**config.mk**
```make
export PLATFORM = sky130hd
export DESIGN_NAME = pc_gen
export DESIGN_NICKNAME = d
export VERILOG_FILES = /design/src/rtl/pc_gen.sv
export SDC_FILE = /design/constraint.sdc
export NUM_CORES = 1
export LEC_CHECK = 0
export BUFFER_PORTS_ARGS = -buffer_cell sky130_fd_sc_hd__buf_2
export CORE_MARGIN = 1.5
export CORE_UTILIZATION = 30
export CTS_CLUSTER_DIAMETER = 40
export DETAILED_ROUTE_END_ITERATION = 8
export PLACE_DENSITY_LB_ADDON = 0.15
export SYNTH_ARGS = -nofsm -noshare
export SYNTH_HDL_FRONTEND = slang
export SYNTH_SLANG_ARGS = --single-unit
```
**constraint.sdc**
```tcl
create_clock -name clk -period 2.6 [get_ports clk]
set_clock_uncertainty 0.2 [all_clocks]
set_input_delay 0.52 -clock clk [delete_from_list [all_inputs] [get_ports clk]]
set_output_delay 0.52 -clock clk [all_outputs]
set_load 0.005 [all_outputs]
```
**src/rtl/pc_gen.sv**
```systemverilog
// pc_gen: fetch-stage program counter with valid/ready handshake, stall, redirect, trap and halt.
module pc_gen #(
  parameter int              XLEN       = 32,
  parameter logic [XLEN-1:0] RESET_VEC  = 32'h0000_0000,
  parameter logic [XLEN-1:0] TRAP_VEC   = 32'h0000_0080,
  parameter int              INC        = 4,
  parameter int              ALIGN_BITS = 2
) (
  input  logic            clk,
  input  logic            rst,
  input  logic            stall_i,
  input  logic            redirect_i,
  input  logic [XLEN-1:0] redirect_target_i,
  input  logic            trap_i,
  input  logic            halt_i,
  input  logic            fetch_ready_i,
  output logic [XLEN-1:0] pc_o,
  output logic [XLEN-1:0] pc_plus_o,
  output logic            fetch_valid_o,
  output logic            misalign_o
);
  localparam logic [1:0] BOOT = 2'd0, RUN = 2'd1, HALT = 2'd2;
  logic [1:0] state, state_nx;
  logic [XLEN-1:0] pc_nx, jump_pc;
  logic active, jump, misaligned, hold, mis_nx;
  always_comb begin
    active     = state != BOOT;
    misaligned = redirect_i && |redirect_target_i[ALIGN_BITS-1:0];
    jump       = trap_i || redirect_i;
    jump_pc    = (trap_i || misaligned) ? TRAP_VEC : redirect_target_i;
    hold       = state == HALT || halt_i || stall_i || !fetch_ready_i;
    pc_nx      = !active ? pc_o : jump ? jump_pc : hold ? pc_o : pc_plus_o;
    state_nx   = !active || jump ? RUN : (state == HALT || halt_i) ? HALT : RUN;
    mis_nx     = active && !trap_i && misaligned;
  end
  // BOOT ignores every input; trap/redirect leave HALT with the same priority as in RUN
  always_ff @(posedge clk or posedge rst)
    if (rst) begin
      state      <= BOOT;
      pc_o       <= RESET_VEC;
      misalign_o <= 1'b0;
    end else begin
      state      <= state_nx;
      pc_o       <= pc_nx;
      misalign_o <= mis_nx;
    end
  assign pc_plus_o     = pc_o + XLEN'(INC);
  assign fetch_valid_o = state == RUN;
endmodule

```
### Yosys cells after proc, flatten, opt, wreduce, memory -nomap -nowiden

Cells that the tools add are included.

* bits in registers: 35
* bits in latches: 0
* bits in writable memories: 0
* memory bits (read-only): 0
* input port bits: 39
* output and inout port bits: 66
* memories: 0

* $add $sub $neg: 1
* $mul: 0
* divide/modulo/power cells: 0
* magnitude comparators: 0
* equality and inequality tests: 3
* shifts and indexed selects: 0
* muxes and demuxes: 5
* bitwise operators: 0
* reductions and logical operators: 15

Operator list (count)
* 2-to-1 mux 32 bit: 3
* adder 32 x 3 -> 32 bit, second input constant: 1
* logical OR 1 bit: 6
* 2-to-1 mux 2 bit: 2
* logical AND 1 bit: 3
* zero test 1 bit: 3
* == test 2 x 1 -> 1 bit, second input constant: 1
* == test 2 bit, second input constant: 1
* != test 2 bit, second input constant: 1
* AND reduction 2 bit: 1
* nonzero test 2 bit: 1
* OR reduction 2 bit: 1

### Logic depth before layout (Yosys ltp)

Gate-level depths: netlist (run 1).

* word-level depth: 6
* gate-level depth with buffers: 7
* depth with buffers taken out: 5

### Worst setup path after synthesis (run 1)

No wires, ideal clock.

* path kind: register to output
* from: register pc_o[2]
* to: output port pc_plus_o[30]
* arrival: 1.911 ns
* setup slack: -0.031 ns
* stages on the path, launching flop included: 7
* path buffers: 1
* cell sequence: dfrtp_1 -> ha_1 -> nand3_1 -> or4_1 -> buf_2 -> nor3_1 -> xor2_1

* word-level cells in the longest chain between the ends: 1

Ends and longest elaborated chain
* from (decl): RTL line 17 `output logic [XLEN-1:0] pc_o,`
* from (signal assigned): RTL line 44 `pc_o <= pc_nx;`
* adder 32 x 3 -> 32 bit: RTL line 47 `assign pc_plus_o = pc_o + XLEN'(INC);`
* to (decl): RTL line 18 `output logic [XLEN-1:0] pc_plus_o,`

Every way passes these cells.

### Worst setup path after layout (run 1)

* from: register pc_o[3]
* to: output port pc_plus_o[30]

Same word-level chain as after synthesis.

==> impl_metrics.json, run 1 <==
{
  "ir_worst_vdd_v": 0.0001968,
  "arrival_ns": 1.94,
  "synthesis_warning_total": 0,
  "fin_hold_ws_ns": 0.1335,
  "r2r_slack_ns": 0.48,
  "synth-seq-area-share": 0.3273,
  "worstMarginPinSlew_ns": 0.4985,
  "drcViolationCount": 0,
  "path_class": "reg -> out",
  "gpl_congestion": 0.8199,
  "worstRegToRegCells": 5,
  "number_of_synthesized_flops_with_an_enable_pin": 0,
  "finalNetCount": 513,
  "synth_cell_types": 50,
  "full_die_area_mm2": 0.009497,
  "cellLeakagePower_uw": 0.002034,
  "initial_standard_cell_utilization_of_the_core": 0.3084,
  "numClockSinks": 35,
  "endpoints_failing_setup": 6,
  "postSynthRegisterBits": 35,
  "syn-instance-count": 331,
  "drtAntennaViolNets": 0,
  "io-pin-count": 105,
  "vias_per_cell": 5.234,
  "die_w_um": 97.45,
  "fmaxAchievable_ghz": 0.3762,
  "setup_ws_ns": -0.05851,
  "critical_path_fanouts_max": 4,
  "period_minus_slack_ns": 2.659,
  "cts_made_buffers": 5,
  "clk_pin_slew_ns": 0.08,
  "power.density_mw_per_mm2": 340.4,
  "globalRouteTotalUtil": 0.1869,
  "antenna_found_initial": 0,
  "critical_path_capture_point_type": "output pin",
  "wirelength_um": 9150,
  "mappedNetlistNets": 371,
  "io_buffers": 104,
  "grt_pass1_wl_um": 14570,
  "synth_area_per_cell_um2": 8.086,
  "worst_path_dominant_cell_family": "simple AND/OR/NAND/NOR gates",
  "slowest_stage": "sky130_fd_sc_hd__or4_4",
  "fraction_of_synthesis_flops_using_an_asynchronous_set_or_reset_pin": 1.000,
  "layout-drive-gt1-share": 0.4473,
  "min_path_type": "in -> async",
  "postPlaceCellArea_mm2": 0.003593,
  "netlist_area_mm2": 0.002676,
  "cp_data_required_time_ns": 1.88,
  "drv_slew": 0,
  "routed-via-count": 3046,
  "n_fill_cell": 920,
  "postSynth.topFlopCell": "sky130_fd_sc_hd__dfrtp_1",
  "globalRouteOverflowTotal": 0,
  "largest_net_degree_at_the_start_of_global_routing": 36,
  "path_cells": "ha_2, nand3_2, or4_4, nor3_4, xor2_1, buf_2",
  "area_growth_pct": 48.39,
  "drt_first_iter_violations": 91,
  "tns_ns": -0.1778,
  "final_cell_area_mm2": 0.003971,
  "rows": 34,
  "dp.final_hpwl_um": 6557,
  "clockBufferDepth": 2,
  "route.detailed.wl_per_inst_um": 15.72,
  "fin_crit_sh": 1.023,
  "status": "complete, but fails checks",
  "cts_tree": "built",
  "vias_in_the_first_global_route": 2796,
  "failed_checks": "negative setup slack",
  "worst-path-buf-inv": 1,
  "cts_root_buffer": "sky130_fd_sc_hd__clkbuf_8",
  "worst_slew_margin_rel": 0.6669,
  "htreeDepth": 2,
  "diodes": 0,
  "grt_setup_unrepaired": "yes",
  "finish.utilization": 0.4576,
  "drv_cap": 0,
  "clock_insertion_delay_worst_skew_ns": 0.28,
  "die_y_um": 97.45,
  "firstDrtPassIters": 4,
  "crit_cells": 6,
  "startpoint_type": "register",
  "cts.hold.buffers_added": 0,
  "hold_viol": 0,
  "cpPeakStageDelay_ns": 0.54,
  "design.core.area_mm2": 0.008678
}
==> cell families (layout without fill, tap and decap cells) <==
group	Yosys count	after routing	share of synthesized area
xor gates and xnor gates	27	27	0.08836
AOI/OAI and AO/OA	78	78	0.2076
muxes	3	3	0.01262
adders and majority gates	1	1	0.004674
DFF	35	35	0.3273
and+or+nand+nor	143	143	0.2913
buffers and inverters	44	187	0.06825
==> tightest hold or removal path, stage by stage <==
cell and delay (ns):
sky130_fd_sc_hd__buf_2 0.09, sky130_fd_sc_hd__inv_1 0.04, sky130_fd_sc_hd__buf_4 0.41
==> cell type report <==
class	instances	area (um^2)	share of cell area
multi-input combinational	252	1789	0.4505
timing repair buffer	169	1032	0.2599
sequential	35	877.1	0.2209
tap	108	135.1	0.03403
clock buffer	8	100.1	0.02520
inverter	10	37.54	0.009452
==> worst paths after layout <==
| kind | start | to |
|---|---|---|
| min | rst | misalign_o$_DFF_PP0_ |
| max | pc_o[3]$_DFFE_PP0P_ | pc_plus_o[30] |
| max in group asynchronous | rst | pc_o[21]$_DFFE_PP0P_ |
| min reg2reg | pc_o[0]$_DFFE_PP0P_ | pc_o[0]$_DFFE_PP0P_ |
| min in group clk | trap_i | misalign_o$_DFF_PP0_ |
| max reg2reg | pc_o[3]$_DFFE_PP0P_ | pc_o[30]$_DFFE_PP0P_ |
==> per-layer routing <==
metal,vias up,global-route usage,part of all wire,wire (um)
met5,-,0,0,0
met4,0,0.02967,0.0056,51
met3,4,0.02806,0.053,482
met2,103,0.2981,0.46,4181
met1,1441,0.2722,0.48,4435
li1,1498,-,-,-
==> layout by cell type, fill, tap and decap left out, types with 3 or more instances in the layout <==
master,synthesis,routed
sky130_fd_sc_hd__buf_4,2,61
sky130_fd_sc_hd__and2_1,3,4
sky130_fd_sc_hd__nor2_1,19,16
sky130_fd_sc_hd__clkbuf_8,0,7
sky130_fd_sc_hd__and3_1,7,5
sky130_fd_sc_hd__nand2_1,35,34
sky130_fd_sc_hd__mux2_2,3,3
sky130_fd_sc_hd__o2bb2ai_1,7,7
sky130_fd_sc_hd__buf_2,7,104
sky130_fd_sc_hd__xor2_1,13,13
sky130_fd_sc_hd__xnor2_2,0,3
sky130_fd_sc_hd__o22ai_1,5,5
sky130_fd_sc_hd__inv_1,10,10
sky130_fd_sc_hd__nor3_1,19,14
sky130_fd_sc_hd__a311o_1,5,5
sky130_fd_sc_hd__nor4_4,1,3
sky130_fd_sc_hd__a211o_1,7,7
sky130_fd_sc_hd__xnor2_1,14,11
sky130_fd_sc_hd__buf_6,0,3
sky130_fd_sc_hd__o21a_1,3,3
sky130_fd_sc_hd__a21oi_1,9,9
sky130_fd_sc_hd__nor3_4,0,3
sky130_fd_sc_hd__o211ai_1,3,3
sky130_fd_sc_hd__nor4_1,7,4
sky130_fd_sc_hd__dfrtp_1,35,34
sky130_fd_sc_hd__nand4_1,8,8
sky130_fd_sc_hd__o21ai_0,19,19
sky130_fd_sc_hd__nand3_1,23,20
sky130_fd_sc_hd__or3_1,6,5
sky130_fd_sc_hd__a22oi_1,7,7
==> power by group <==
group	total [uW]	switching (uW)	internal, uW	leakage [uW]
clock	442	200	242	0.0000515
combinational	316	171	145	0.00151
sequential	594	25.1	569	0.000470
total	1350	396	956	0.00203
==> cell usage after synthesis (all sizes together), types with 10 or more instances <==
cell type	instances	area, um^2
buf	12	61.30
clkbuf	22	83.83
dfrtp	35	875.8
inv	10	37.54
nand2	35	131.4
nand3	23	115.1
nand4	11	105.1
nor2	19	71.32
nor3	19	95.09
o21ai	19	95.09
xnor2	14	122.6
xor2	13	113.9
==> state kept, by name, indices dropped and copies added (netlist names) <==
name / count
state: 2
misalign_o: 1
pc_o: 32
==> metrics by stage <==
stage	worst slack [ns]	total power (uW)	cells
floorplan	0.02795	752.6	331
global placement	0.05648	906.0	560
detailed placement	0.003515	908.6	560
CTS	-0.07088	1363	576
global route	-0.1672	1423	582
finish	-0.05851	1352	582
==> timing repair <==
action / in CTS / in global routing
endpoints found under the setup margin: 15 / 19
pin swaps: 11 / 8
gates resized for setup: 19 / 16
setup buffers: 8 / 6
No activity file was read; power rests on OpenSTA's default activity.
==> run 2, diff against run 1 <==
--- a/config.mk
+++ b/config.mk
@@ -11,6 +11,7 @@
 export CTS_CLUSTER_DIAMETER = 40
 export DETAILED_ROUTE_END_ITERATION = 8
 export PLACE_DENSITY_LB_ADDON = 0.15
+export SETUP_SLACK_MARGIN = 0.05
 export SYNTH_ARGS = -nofsm -noshare
 export SYNTH_HDL_FRONTEND = slang
 export SYNTH_SLANG_ARGS = --single-unit
==> constraint.sdc (replaced) <==
create_clock -name clk -period 3.27 [get_ports clk]
set_clock_uncertainty 0.2 [all_clocks]
set_input_delay 0.654 -clock clk [delete_from_list [all_inputs] [get_ports clk]]
set_output_delay 0.654 -clock clk [all_outputs]
set_load 0.005 [all_outputs]
==> impl_metrics.json, run 2 (synthesized netlist as in run 1, its figures left out) <==
{
  "status": "finished clean",
  "vias_in_the_first_global_route": 2807,
  "area_growth_pct": 26.93,
  "total_power_uw": 986.6,
  "gpl_congestion": 0.7909,
  "path_cells": "nand4_4, or4_4, nor3_1, xor2_1, buf_2",
  "most-common-layout-cells": "sky130_fd_sc_hd__buf_2, sky130_fd_sc_hd__nand2_1, sky130_fd_sc_hd__dfrtp_1",
  "post-place-cells": 522,
  "r2r_slack_ns": 0.96,
  "cts_tree": "built",
  "power.density_mw_per_mm2": 290.4,
  "min_path_type": "in -> async",
  "drtAntennaViolNets": 0,
  "layout_commonest_cell": "sky130_fd_sc_hd__buf_2",
  "hold_viol": 0,
  "worstMarginPinSlew_ns": 0.7661,
  "cts_made_buffers": 5,
  "rows": 34,
  "vias_per_cell": 5.414,
  "clockBufferDepth": 2,
  "slowest_stage": "sky130_fd_sc_hd__or4_4",
  "cellLeakagePower_uw": 0.001643,
  "htreeDepth": 2,
  "worst_r2r_startpoint": "pc_o[3]$_DFFE_PP0P_",
  "drcViolationCount": 0,
  "io_buffers": 104,
  "numClockSinks": 35,
  "wirelength_um": 8661,
  "globalRouteTotalUtil": 0.1879,
  "firstDrtPassIters": 4,
  "route.detailed.wl_per_inst_um": 16.37,
  "layout-drive-gt1-share": 0.3373,
  "largest_reg_flops": 32,
  "grt_setup_unrepaired": "no",
  "endpoints_failing_setup": 0,
  "n_fill_cell": 945,
  "largest_net_degree_at_the_start_of_global_routing": 36,
  "tns_ns": 0,
  "worst_slew_margin_rel": 0.4893,
  "cts.hold.buffers_added": 0,
  "io-pin-count": 105,
  "worst-path-buf-inv": 1,
  "initial_standard_cell_utilization_of_the_core": 0.3084,
  "startpoint_type": "register",
  "fin_crit_sh": 0.9442,
  "globalRouteOverflowTotal": 0,
  "drv_cap": 0,
  "diodes": 0,
  "dp.final_hpwl_um": 6056,
  "worst_path_dominant_cell_family": "simple AND/OR/NAND/NOR gates",
  "routed-via-count": 2864,
  "max_flop_register": "pc_o",
  "design.core.area_mm2": 0.008678,
  "reg.largest.list": "pc_o (32), state (2), misalign_o (1)",
  "ir_worst_vdd_v": 0.0002003,
  "clock_insertion_delay_worst_skew_ns": 0.28,
  "antenna_found_initial": 0,
  "worstRegToRegCells": 5,
  "final-instance-count-excl-fill": 529,
  "finalNetCount": 462,
  "drt_first_iter_violations": 146,
  "die_y_um": 97.45,
  "fmaxAchievable_ghz": 0.3239,
  "clk_pin_slew_ns": 0.07,
  "cpPeakStageDelay_ns": 0.63,
  "grt_pass1_wl_um": 14620,
  "crit_start": "pc_o[13]$_DFFE_PP0P_",
  "period_minus_slack_ns": 3.088,
  "full_die_area_mm2": 0.009497,
  "cp_data_required_time_ns": 2.42,
  "drv_slew": 0,
  "critical_path_capture_point_type": "output pin",
  "critical_path_fanouts_max": 8,
  "cts_root_buffer": "sky130_fd_sc_hd__clkbuf_8",
  "crit-reg2reg-capture": "pc_o[30]$_DFFE_PP0P_",
  "arrival_ns": 2.23,
  "path_class": "reg -> out",
  "die_w_um": 97.45
}
## run 2: cell types whose count changed in the layout (fill, tap and decap cells not counted), sizes merged
cell / delta
buf: -51
clkbuf: -2
## run 2: power breakdown
part / leakage [uW] / internal [uW] / total (uW) / switching, uW
Clock: 0.0000371 / 142 / 300 / 158
Combinational: 0.00114 / 86.6 / 194 / 107
Sequential: 0.000468 / 453 / 492 / 39.4
Total: 0.00164 / 682 / 987 / 305
## run 2: layout make-up
type | instances | area (um^2) | area share
Clock buffer | 6 | 72.57 | 0.02136
Timing Repair Buffer | 118 | 625.6 | 0.1842
Multi-Input combinational cell | 252 | 1647 | 0.4847
Inverter | 10 | 37.54 | 0.01105
Sequential cell | 35 | 879.6 | 0.2589
Tap cell | 108 | 135.1 | 0.03978
## run 2: stage by stage
stage | hold WS (ns) | utilization | worst slack [ns] | area (um^2)
after global placement | 0.2880 | 0.3792 | 0.3513 | 3291
after global routing | 0.3296 | 0.3914 | 0.05131 | 3397
after floorplan | 0.3021 | - | 0.5053 | 2676
final | 0.2799 | 0.3914 | 0.1824 | 3397
after CTS | 0.3053 | 0.3887 | 0.04586 | 3373
after detailed placement | 0.2903 | 0.3792 | 0.2902 | 3291
## run 2: how the worst max path moves through the flow
stage / cells after the start / endpoint
2_1_floorplan: 6 / pc_plus_o[30]
3_3_place_gp: 6 / pc_plus_o[30]
3_5_place_dp: 6 / pc_plus_o[30]
4_1_cts: 6 / pc_plus_o[30]
5_1_grt: 5 / pc_plus_o[29]
6_report: 5 / pc_plus_o[29]
## run 2: worst min-delay path, stage by stage
cell and delay [ns]:
sky130_fd_sc_hd__buf_2 0.09, sky130_fd_sc_hd__inv_1 0.04, sky130_fd_sc_hd__buf_4 0.42
## run 2: timing repair
action                                  CTS  global route
resized for setup                         2             6
endpoints found under the hold margin     0             0
pin swaps                                 1             2
setup buffers                             0             1
endpoints found under the setup margin    3            11
## run 2: per-layer routing
| layer | wire length [um] | track usage |
|---|---|---|
| met2 | 4066 | 0.3018 |
| met5 | 0 | 0 |
| met1 | 3907 | 0.2658 |
| met3 | 641 | 0.03381 |
| met4 | 44 | 0.03516 |
